**config.mk**
```make
export PLATFORM = sky130hd
export DESIGN_NAME = obstacle_feeder
export DESIGN_NICKNAME = d
export VERILOG_FILES = /design/src/rtl/obstacle_pkg.sv /design/src/rtl/obstacle_feeder_lfsr8.sv /design/src/rtl/obstacle_feeder.sv
export SDC_FILE = /design/constraint.sdc
export NUM_CORES = 1
export LEC_CHECK = 0
export ABC_AREA = 1
export CAP_MARGIN = 20
export CORE_MARGIN = 2
export CORE_UTILIZATION = 55
export CTS_BUF_LIST = sky130_fd_sc_hd__clkbuf_2
export DETAILED_ROUTE_END_ITERATION = 6
export PLACE_DENSITY = 0.82
export SLEW_MARGIN = 15
export SYNTH_ARGS = -nofsm -noshare
export SYNTH_HDL_FRONTEND = slang
export SYNTH_SLANG_ARGS = --single-unit
```
**constraint.sdc**
```tcl
create_clock -name Clk -period 3.15 [get_ports Clk]
set_input_delay 0.63 -clock Clk [delete_from_list [all_inputs] [get_ports Clk]]
set_output_delay 0.63 -clock Clk [all_outputs]
set_load 0.1 [all_outputs]
```
**src/rtl/obstacle_pkg.sv**
```systemverilog
// Shared types and helpers for the obstacle feeder.
// Holds the run-control states and the LFSR step function.
package obstacle_pkg;

  typedef enum logic [1:0] {
    IDLE,
    RUN,
    HALT
  } state_t;

  localparam logic [7:0] LFSR_TAPS = 8'hB8;
  localparam int         LVL_W     = 3;

  function automatic logic [7:0] lfsr_next(input logic [7:0] s);
    if (s[0]) return (s >> 1) ^ LFSR_TAPS;
    else      return s >> 1;
  endfunction

endpackage

```
**src/rtl/obstacle_feeder_lfsr8.sv**
```systemverilog
// 8-bit Galois LFSR with synchronous reseed and step enable.
// Reseeding with zero falls back to 1 so the state never locks up.
module lfsr8
  import obstacle_pkg::*;
#(
  parameter logic [7:0] SEED = 8'hA5
) (
  input  logic       clk,
  input  logic       rst_n,
  input  logic       step,
  input  logic       load,
  input  logic [7:0] seed,
  output logic [7:0] state
);

  always_ff @(posedge clk or negedge rst_n) begin
    if (!rst_n) begin
      state <= SEED;
    end else if (load) begin
      state <= (seed != 8'h00) ? seed : 8'h01;
    end else if (step) begin
      state <= lfsr_next(state);
    end
  end

endmodule

```
**src/rtl/obstacle_feeder.sv**
```systemverilog
// Paces the obstacle shift register: tick divider, level ramp,
// and LFSR-drawn obstacle bits with an enforced clear gap.
module obstacle_feeder
  import obstacle_pkg::*;
#(
  parameter int         CNT_W            = 24,
  parameter int         BASE_PERIOD      = 12500000,
  parameter int         PERIOD_STEP      = 1000000,
  parameter int         MAX_LEVEL        = 7,
  parameter int         SHIFTS_PER_LEVEL = 32,
  parameter int         MIN_GAP          = 2,
  parameter logic [7:0] LFSR_SEED        = 8'hA5
) (
  input  logic             Clk,
  input  logic             Rst,
  input  logic             Start,
  input  logic             Collision,
  output logic             BitIn,
  output logic             Shift,
  output logic [LVL_W-1:0] Level,
  output logic             Running
);

  localparam logic [CNT_W-1:0] BASE_C = CNT_W'(BASE_PERIOD);
  localparam logic [CNT_W-1:0] STEP_C = CNT_W'(PERIOD_STEP);
  localparam logic [CNT_W-1:0] ONE_C  = CNT_W'(1);
  localparam logic [LVL_W-1:0] LVL_MAX = LVL_W'(MAX_LEVEL);
  localparam int SC_W =
    (SHIFTS_PER_LEVEL > 1) ? $clog2(SHIFTS_PER_LEVEL) : 1;
  localparam logic [SC_W-1:0] SC_LAST =
    SC_W'(SHIFTS_PER_LEVEL - 1);
  localparam logic [2:0] GAP_C = 3'(MIN_GAP);

  state_t state;
  state_t state_nx;
  logic   enter_run;

  logic [CNT_W-1:0] cnt;
  logic [CNT_W-1:0] period;
  logic [CNT_W-1:0] period_m1;
  logic [SC_W-1:0]  scnt;
  logic [2:0]       gap;
  logic             tick;
  logic             step;

  logic [7:0] lfsr_q;
  logic [7:0] lfsr_nx;
  logic       hit;
  logic       unused_lfsr;

  always_ff @(posedge Clk or negedge Rst) begin
    if (!Rst) state <= IDLE;
    else      state <= state_nx;
  end

  always_comb begin
    state_nx  = state;
    enter_run = 1'b0;
    unique case (state)
      IDLE: begin
        if (Start) begin
          state_nx  = RUN;
          enter_run = 1'b1;
        end
      end
      RUN: begin
        if (Collision) state_nx = HALT;
      end
      HALT: begin
        if (Start && !Collision) begin
          state_nx  = RUN;
          enter_run = 1'b1;
        end
      end
      default: state_nx = IDLE;
    endcase
  end

  assign Running = (state == RUN);

  // Level is at most MAX_LEVEL, so the period never underflows.
  assign period    = BASE_C - (CNT_W'(Level) * STEP_C);
  assign period_m1 = period - ONE_C;
  assign tick      = Running && !Collision && (cnt == period_m1);
  assign step      = Running && Shift;

  assign lfsr_nx     = lfsr_next(lfsr_q);
  assign hit         = lfsr_nx[0];
  assign unused_lfsr = ^lfsr_nx[7:1];

  lfsr8 #(
    .SEED (LFSR_SEED)
  ) u_lfsr (
    .clk   (Clk),
    .rst_n (Rst),
    .step  (step),
    .load  (enter_run),
    .seed  (LFSR_SEED),
    .state (lfsr_q)
  );

  always_ff @(posedge Clk or negedge Rst) begin
    if (!Rst) begin
      cnt   <= '0;
      Shift <= 1'b0;
      BitIn <= 1'b0;
      Level <= '0;
      scnt  <= '0;
      gap   <= '0;
    end else if (enter_run) begin
      cnt   <= '0;
      Shift <= 1'b0;
      BitIn <= 1'b0;
      Level <= '0;
      scnt  <= '0;
      gap   <= '0;
    end else if (Running) begin
      Shift <= tick;
      if (tick)            cnt <= '0;
      else if (!Collision) cnt <= cnt + ONE_C;
      // New bit and level land the cycle after the strobe.
      if (Shift) begin
        if (gap != 3'd0) begin
          BitIn <= 1'b0;
          gap   <= gap - 3'd1;
        end else begin
          BitIn <= hit;
          if (hit) gap <= GAP_C;
        end
        if (scnt == SC_LAST) begin
          scnt <= '0;
          if (Level != LVL_MAX) Level <= Level + 1'b1;
        end else begin
          scnt <= scnt + 1'b1;
        end
      end
    end else begin
      Shift <= 1'b0;
    end
  end

endmodule
```
Word-level counts from Yosys, hierarchy flattened
Index checks and enable logic that the tools add are counted.
Widths: inputs -> output; s select.
Word-level totals
  word-level logic and storage cells: 77
  flip-flop bits (word level): 47
  output and inout port bits: 6
  input port bits: 4
Cells by class
  bitwise operators: 1
  reductions and logical operators: 18
  $add $sub $neg: 6
  multiplexer cells: 34
  multiply operators: 1
  equality and inequality tests: 9
Operators with widths (count)
  $mux 24: 4
  $mux 3: 10
  $add 24x1->24 const B: 1
  $eq 24x24->1: 1
  $mux 8: 3
  $sub 24x1->24 const B: 1
  $sub 24x23->24 const A: 1
  $mux 5: 4
  $mul 3x14->17 const B: 1
  $reduce_bool 2->1: 5
  $mux 1: 8
  $mux 2: 3
  $ne 2x2->1 const B: 3
  $pmux 2 s3: 1
  $reduce_and 3->1: 2
  $reduce_bool 3->1: 2
  $add 5x1->5 const B: 1
  $eq 5x5->1 const B: 1
  $logic_and 1x1->1: 4
  $not 3->4: 1
  $reduce_and 2->1: 2
  $reduce_and 4->1: 1
  $add 3x1->3 const B: 1
  $ne 3x1->1 const B: 1
  7 further kinds: 7

Logic depth before layout (Yosys ltp)
Gate-level depths: netlist of run 1.
  depth after elaboration: 8
  gate-level depth with buffers: 22
  mapped depth without buffers: 20

Hierarchy
From an unflattened synthesis of run 1, not the netlist that was laid out.
Second synthesis, totals
  cells, all modules: 605
  area total of the unflattened synthesis: 3993.8 µm²
Modules (own cells, without submodules)
  obstacle_feeder: area each 3559.7 µm², seq. area each 975.9 µm², times used 1, cells an instance 554
  lfsr8: area each 434.2 µm², seq. area each 205.2 µm², times used 1, cells an instance 51

Least setup slack after synthesis of run 1
No wires, ideal clock.
  path type: flip-flop to flip-flop
  start: reg Level[0]
  end: reg cnt[13]
  stages on the path, launching flop included: 20
  slack: -558 ps
  data required time: 3033 ps
  clock period less this slack: 3708 ps
  data arrival time: 3591 ps
  cells stage by stage: dfrtp_1 buf_4 inv_1 ha_1 ha_1 inv_1 fa_1 nor2_2 nand2_2 nor2_2 nand3_1 nand2_1 nand2_1 nand2_1 nand3_1 nor2_2 nand2_2 buf_6 nand2_1 nand2_1
Between the ends
  word-level cells in the longest chain between the ends: 8
  elaborated cells between the ends (all ways): 10
RTL lines
  start, declared: RTL line obstacle_feeder.sv:20  | output logic [LVL_W-1:0] Level,
  start signal, assigned: RTL line obstacle_feeder.sv:132  | if (Level != LVL_MAX) Level <= Level + 1'b1;
  $mul 3x14->17 *: RTL line obstacle_feeder.sv:82  | assign period = BASE_C - (CNT_W'(Level) * STEP_C);
  $sub 24x23->24 *: RTL line obstacle_feeder.sv:82
  $sub 24x1->24 *: RTL line obstacle_feeder.sv:83  | assign period_m1 = period - ONE_C;
  $eq 24x24->1 *: RTL line obstacle_feeder.sv:84  | assign tick = Running && !Collision && (cnt == period_m1);
  $logic_and 1x1->1 *: RTL line obstacle_feeder.sv:84
  $mux 24: RTL line obstacle_feeder.sv:119  | if (tick) cnt <= '0;
  $mux 24: RTL line obstacle_feeder.sv:117  | end else if (Running) begin
  $mux 24: RTL line obstacle_feeder.sv:110  | end else if (enter_run) begin
  end signal, assigned: RTL line obstacle_feeder.sv:120  | else if (!Collision) cnt <= cnt + ONE_C;
  end, declared: RTL line obstacle_feeder.sv:38  | logic [CNT_W-1:0] cnt;
Mark *: on every way between the ends. The rest lies on a longest branch, timed or not. The select of a mux whose other input is x is not followed.
A chain may end at the register's enable or synchronous reset.

Final worst setup path of run 1
  start: reg Level[1]
  end: reg cnt[10]
The elaborated chain is that of the path after synthesis.

==> results of run 1 <==
-- timing repair --
item	CTS	global route
hold buffers	0	0
gates cloned	0	3
setup buffers	0	6
endpoints found under the setup margin	20	22
gates resized for setup	1	22
pin swaps	0	11
-- flip-flops by register name (all words and copies together) (netlist names) --
signal        flops
state             2
u_lfsr.state      8
scnt              5
gap               3
Level             3
Shift             1
BitIn             1
cnt              24
-- final timing paths --
check                      startpoint         endpoint  cells past startpoint
setup / recovery             Level[1]          cnt[10]                     17
hold / removal                    Rst         Level[0]                      1
setup reg to reg             Level[1]          cnt[10]                     17
hold reg to reg                 BitIn            BitIn                      2
max in group asynchronous         Rst  u_lfsr.state[7]                      2
min in group Clk                BitIn            BitIn                      2
-- kinds of logic (layout without fill, tap and decap cells) --
family          Yosys count  in the layout  share of synthesized area (%)
compound gates           53             53                           8.50
simple gates            318            321                           36.2
xor+xnor                 24             24                           5.74
flops                    47             47                           32.2
fa+ha+maj                22             22                           8.13
buf+inv                  83            103                           9.19
-- power breakdown --
group | leakage, nW | total, mW | switching, mW | internal (mW)
Clock | 0.0551 | 0.433 | 0.214 | 0.219
Sequential | 0.629 | 0.683 | 0.0329 | 0.650
Combinational | 1.37 | 0.727 | 0.500 | 0.228
Total | 2.05 | 1.84 | 0.747 | 1.10
-- metrics by stage --
stage	TNS (ns)	hold WS [ns]	total power, mW	setup WS (ns)
4_1_cts	0	0.175	1.81	0.0556
3_5_place_dp	-0.236	0.471	1.37	-0.0340
5_1_grt	-1.37	0.185	1.96	-0.0844
2_1_floorplan	0	0.334	1.21	0.000133
3_3_place_gp	0	0.468	1.35	0.0644
6_report	0	0.183	1.84	0.0474
-- placed cells by master, fill, tap and decap left out, types with 3 or more instances in the layout --
| cell | instances |
|---|---|
| a21oi_1 | 17 |
| buf_4 | 20 |
| clkbuf_2 | 5 |
| dfrtp_1 | 40 |
| dfstp_2 | 4 |
| ha_1 | 16 |
| inv_1 | 59 |
| inv_2 | 10 |
| nand2_1 | 184 |
| nand2_2 | 9 |
| nand2_4 | 4 |
| nand3_1 | 41 |
| nand3b_1 | 3 |
| nand4_1 | 7 |
| nor2_1 | 52 |
| nor2_4 | 4 |
| nor3_1 | 9 |
| o211ai_1 | 4 |
| o21ai_0 | 18 |
| o22ai_1 | 4 |
| xnor2_1 | 9 |
| xor2_1 | 15 |
-- layer usage --
layer | routed length, um | GRT usage, % | share of wire, % | vias up
met2 | 4360 | 41.3 | 48 | 121
met1 | 4000 | 32.6 | 44 | 1636
met5 | 0 | 0 | 0 | -
li1 | - | - | - | 1776
met4 | 247 | 7.94 | 2.7 | 0
met3 | 476 | 3.75 | 5.2 | 32
-- area by class of cell --
class / count / area, sq um
repair buffers: 25 / 206
well taps: 77 / 96.3
fillers: 574 / 2280
flip-flops and latches: 47 / 1190
clock inverters: 3 / 71.3
clock buffers: 5 / 25.0
inverters: 70 / 263
multi-input cells: 420 / 2250
-- worst max-delay path: stages, from the launching register on --
cell,delay (ns)
dfrtp_4,0.57
fa_1,0.57
inv_1,0.06
fa_2,0.61
inv_2,0.06
nand2_1,0.07
nor2_2,0.04
nand3b_1,0.14
nand2_1,0.10
nand2_1,0.06
nand2_1,0.07
nor2_1,0.09
nand2_1,0.09
nor2_4,0.12
buf_4,0.17
nand2_4,0.09
nand2_1,0.07
nand2_1,0.05
==> summary.txt, run 1 <==
Cells and area
  – N_diodes: 0
  – Non-filler cells, final: 647
  – Area Overhead vs Synth: 12.0%
  – Layout cell share with drive strength beyond 1: 13.5%
  – Fin area: 0.00410 sq mm
  – Final nets: 595
  – Util after Layout: 64.2%

STA
  – Minimum clock period: 3.10 ns
  – Tcrit/Tclk final: 98.5%
  – Slew @ Worst Pin: 0.711 ns
  – Max Clock Skew: 0.0117 ns
  – Rel. slew slack: 52.5%
  – Final hold vios: 0
  – F_max: 322 MHz
  – # setup viols final: 0
  – Final Slew Violations: 0

Synthesis
  – Top cell type's share of synthesized area: 29.4%
  – FFs w/ async S/R, synth: 100%
  – Distinct cells, synth: 37
  – Post-Syn Area per Cell: 6.70 sq um
  – Synth Flop Type: dfrtp_1
  – Syn Std Cell Area: 0.00366 sq mm
  – Post-synth EDFFs: 0
  – Post-Synthesis Cells: 547
  – Syn Nets: 573
  – Yosys top cell by area: dfrtp_1
  – Most frequent cells after synthesis: 189 x nand2_1, 62 x inv_1, 53 x nor2_1
  – Synth warnings: 0
  – Register bit total from synthesis: 47
  – Top area cells in the synthesized netlist: dfrtp_1 29%, nand2_1 19%, ha_1 6.5%
  – Register area share after synthesis: 32.2%
  – Count leader, synth: nand2_1

Floorplan
  – Area of the core: 0.00639 sq mm
  – Starting density of the core: 57.4%
  – Io pins: 10
  – Core Rows: 29
  – Die width: 85.6 um
  – Die ar.: 0.00733 sq mm
  – Vert. Die Dim: 85.6 um

Global routing
  – Largest net degree at the start of global routing: 28
  – Initial antenna violation count: 0
  – Remaining Overflow, GRT: 0
  – Number of global-route vias before repair: 3,303
  – First-pass GRT wire length: 14.6 mm
  – GRT Total Usage: 24.6%

Setup path
  – Crit-path max FO: 6
  – Reg-to-reg slack, setup: 0.05 ns
  – Required time of the critical path: 3.50 ns
  – Startpoint types: flop
  – CP Class: flop to flop
  – Worst setup EP type: flop
  – Arrival time worst endpoint: 3.45 ns

Clock network
  – CTS H-tree depth: 2
  – Worst skew pair latency: 0.42 ns
  – Root buffer cell: clkbuf_2
  – Clock Tree Buf Depth: 2
  – Clock-pin slew on the worst setup and hold paths: 0.26 ns
  – CTS tree: done
  – Clk sinks: 47
  – Cts bufs inserted: 5

Job
  – Max-Cap Viols: 0

Place
  – Gpl congestion: 0.934
  – I/O Buffers: 9
  – DP Area: 0.00385 sq mm
  – Dpl hpwl: 6.46 mm
  – Dpl cells: 630

Route
  – Routed Antenna Nets: 0
  – Drt first pass iters: 5
  – Post-route DRC: 0
  – Iter 0 DRT Violations: 291
  – Wirelength per Cell: 14.0 um
  – Routed WL: 9.08 mm
  – Vias/cell: 5.51
  – Vias: 3,565

Power and ir drop
  – VDD IR-drop max: 0.389 mV
  – Leakage: 2.05 nW
  – Power per Cell Area: 449 mW/mm^2

Outcome
  – Status: completed

Worst hold path
  – Worst min path class: primary input to asynchronous set/reset pin
No activity file was read; power rests on OpenSTA's default activity.
==> inputs of run 2 (changes only) <==
--- a/config.mk
+++ b/config.mk
@@ -11,7 +11,8 @@
 export CORE_UTILIZATION = 55
 export CTS_BUF_LIST = sky130_fd_sc_hd__clkbuf_2
 export DETAILED_ROUTE_END_ITERATION = 6
-export PLACE_DENSITY = 0.82
+export DONT_BUFFER_PORTS = 1
+export PLACE_DENSITY = 0.8
 export SLEW_MARGIN = 15
 export SYNTH_ARGS = -nofsm -noshare
 export SYNTH_HDL_FRONTEND = slang
==> summary.txt, run 2 (synthesis results as in run 1) <==
Power and ir drop
  – Cell internal pwr: 0.999 mW (-9.0%)
  – Clock power share: 20.9% (-2.6 points)
  – Final Power: 1.74 mW (-5.7%)
  – VDD IR-drop max: 0.365 mV (-6.1%)
  – Power per Cell Area: 430 mW/mm^2 (-4.4%)
  – Comb pwr share: 39.9% (+0.4 points)
  – Register share of total power: 39.2% (+2.2 points)
  – Leakage: 2.00 nW (-2.4%)
  – Sw Ratio: 42.6% (+2.1 points)
  – Switching component of the power: 0.740 mW (-0.87%)

Outcome
  – Status: completed

STA
  – Worst setup margin: 0.109 ns (+0.0618 ns)
  – Max Clock Skew: 0.0236 ns (+0.0120 ns)
  – # setup viols final: 0 (unchanged)
  – Tcrit/Tclk final: 96.5% (-2.0 points)
  – Final Slew Violations: 0 (unchanged)
  – Minimum clock period: 3.04 ns (-0.0618 ns)
  – Final hold vios: 0 (unchanged)
  – Hold_ws: 0.305 ns (+0.122 ns)
  – Slew @ Worst Pin: 0.886 ns (+0.175 ns)
  – Rel. slew slack: 40.9% (-12 points)
  – F_max: 329 MHz (+2.0%)

Global routing
  – Initial antenna violation count: 0 (unchanged)
  – Grt met2 use: 43.8% (+2.4 points)
  – GRT Total Usage: 24.5% (-0.086 points)
  – Number of global-route vias before repair: 3,351 (+1.5%)
  – M1 GR Usage: 31.0% (-1.6 points)
  – Busiest grt layer: met2
  – Remaining Overflow, GRT: 0 (unchanged)
  – Largest net degree at the start of global routing: 48 (+71%)
  – First-pass GRT wire length: 14.6 mm (unchanged)
  – Grt met3 use: 2.89% (-0.87 points)

Floorplan
  – Area of the core: 0.00639 sq mm (unchanged)
  – Vert. Die Dim: 85.6 um (unchanged)
  – Die width: 85.6 um (unchanged)
  – Die ar.: 0.00733 sq mm (unchanged)
  – Core Rows: 29 (unchanged)
  – Starting density of the core: 57.4% (unchanged)
  – Io pins: 10 (unchanged)

Cells and area
  – N_diodes: 0 (unchanged)
  – Commonest cells after routing, fill and taps aside: 182 x nand2_1, 59 x inv_1, 51 x nor2_1, 42 x nand3_1, 40 x dfrtp_1
  – Fillcell total: 550 (-4.2%)
  – Max reg flops: 24 (unchanged)
  – Leading cell type in the layout, fill and taps excluded: nand2_1
  – Reg with most FFs: cnt
  – Area Overhead vs Synth: 10.5%
  – Layout cell share with drive strength beyond 1: 13.0% (-0.52 points)
  – Final nets: 587 (-1.3%)
  – Register area: 0.00119 sq mm (unchanged)
  – Largest regs: cnt: 24 flops, u_lfsr.state: 8 flops, scnt: 5 flops
  – Multi-input gate area: 0.00226 sq mm (+0.44%)
  – Fin area: 0.00405 sq mm (-1.3%)

Place
  – DP Worst Slack: -0.00427 ns (+0.0297 ns)
  – Gpl congestion: 0.916 (-1.9%)
  – I/O Buffers: 0 (-9)
  – DP Area: 0.00380 sq mm (-1.4%)
  – Dpl hpwl: 6.32 mm (-2.2%)

Setup path
  – CP Class: flop to flop
  – Arrival time worst endpoint: 3.42 ns (-0.03 ns)
  – Crit-path max FO: 5 (-1)
  – Worst setup EP type: flop
  – Required time of the critical path: 3.53 ns (+0.03 ns)
  – R2R cell count: 16 (-1)
  – Startpoint types: flop

Clock network
  – Clock-pin slew on the worst setup and hold paths: 0.29 ns (+0.03 ns)
  – CTS H-tree depth: 2 (unchanged)
  – Cts bufs inserted: 5 (unchanged)
  – Root buffer cell: clkbuf_2
  – CTS tree: done
  – Clock Tree Buf Depth: 2 (unchanged)
  – Worst skew pair latency: 0.46 ns (+0.04 ns)
  – Clk sinks: 47 (unchanged)

Route
  – Vias: 3,487 (-2.2%)
  – Wirelength per Cell: 13.8 um (-1.7%)
  – Drt first pass iters: 5 (unchanged)
  – Routed Antenna Nets: 0 (unchanged)
  – Post-route DRC: 0 (unchanged)
  – Vias/cell: 5.46 (-0.96%)
  – Iter 0 DRT Violations: 229 (-21%)
  – Routed WL: 8.82 mm (-2.9%)

Job
  – Max-Cap Viols: 0 (unchanged)

Worst hold path
  – Worst min path class: primary input to flop
  – Worst hold path cell count: 2
-- run 2: worst max-delay path: stages, from the launching register on --
cell     delay (ns)
dfrtp_4        0.58
fa_1           0.53
inv_1          0.05
fa_2           0.46
nor2_2         0.16
nand2_2        0.09
nor2_4         0.13
nand3_1        0.09
nand2_1        0.09
nand2_1        0.05
nand2_1        0.07
nand3_1        0.12
nor2_4         0.13
buf_4          0.17
nand2_4        0.09
nand2_1        0.08
nand2_1        0.05
-- run 2: cell type report --
type	count	share of cell area (%)
Timing Repair Buffer	17	4.11
Tap cell	77	2.38
Inverter	70	6.49
Clock inverter	3	1.17
Clock buffer	5	0.618
Multi-Input combinational cell	420	55.8
Sequential cell	47	29.4
-- run 2: timing repair --
item	4_1_cts	5_1_grt
endpoints found under the hold margin	47	0
setup endpoints to repair	22	22
gates resized for setup	1	25
hold buffers	2	0
buffers inserted	0	3
gates cloned	0	3
pin swaps	0	9
-- run 2: per-stage QoR --
| stage | TNS, ns | utilization (%) | instances |
|---|---|---|---|
| 6_report | 0 | 63.4 | 639 |
| 5_1_grt | -0.229 | 63.4 | 639 |
| 4_1_cts | 0 | 61.3 | 633 |
| 3_5_place_dp | -0.00427 | 59.5 | 623 |
| 3_3_place_gp | 0 | 59.5 | 623 |
| 2_1_floorplan | 0 | - | 547 |
-- run 2: layer usage --
metal	up-vias	wire length, um
li1	1767	-
met1	1606	3910
met2	98	4320
met3	16	445
met4	0	140
met5	-	0
-- run 2: power by group through the flow --
stage               clock network, mW  logic [mW]  registers [mW]
floorplan                           0       0.486           0.721
global route                    0.387       0.773           0.687
finish                          0.364       0.694           0.681
CTS                             0.370       0.673           0.680
global placement                    0       0.632           0.688
detailed placement                  0       0.650           0.690
-- run 2: path summary, 6_finish.rpt --
kind / from / to / slack [ns]
worst max-delay path: Level[1] / cnt[19] / 0.11
worst min register to register: u_lfsr.state[2] / u_lfsr.state[2] / 0.52
max in group asynchronous: Rst / u_lfsr.state[0] / 2.25
min in group asynchronous: Rst / Level[0] / 0.60
worst min-delay path: Collision / state[1] / 0.31
worst max register to register: Level[1] / cnt[19] / 0.11
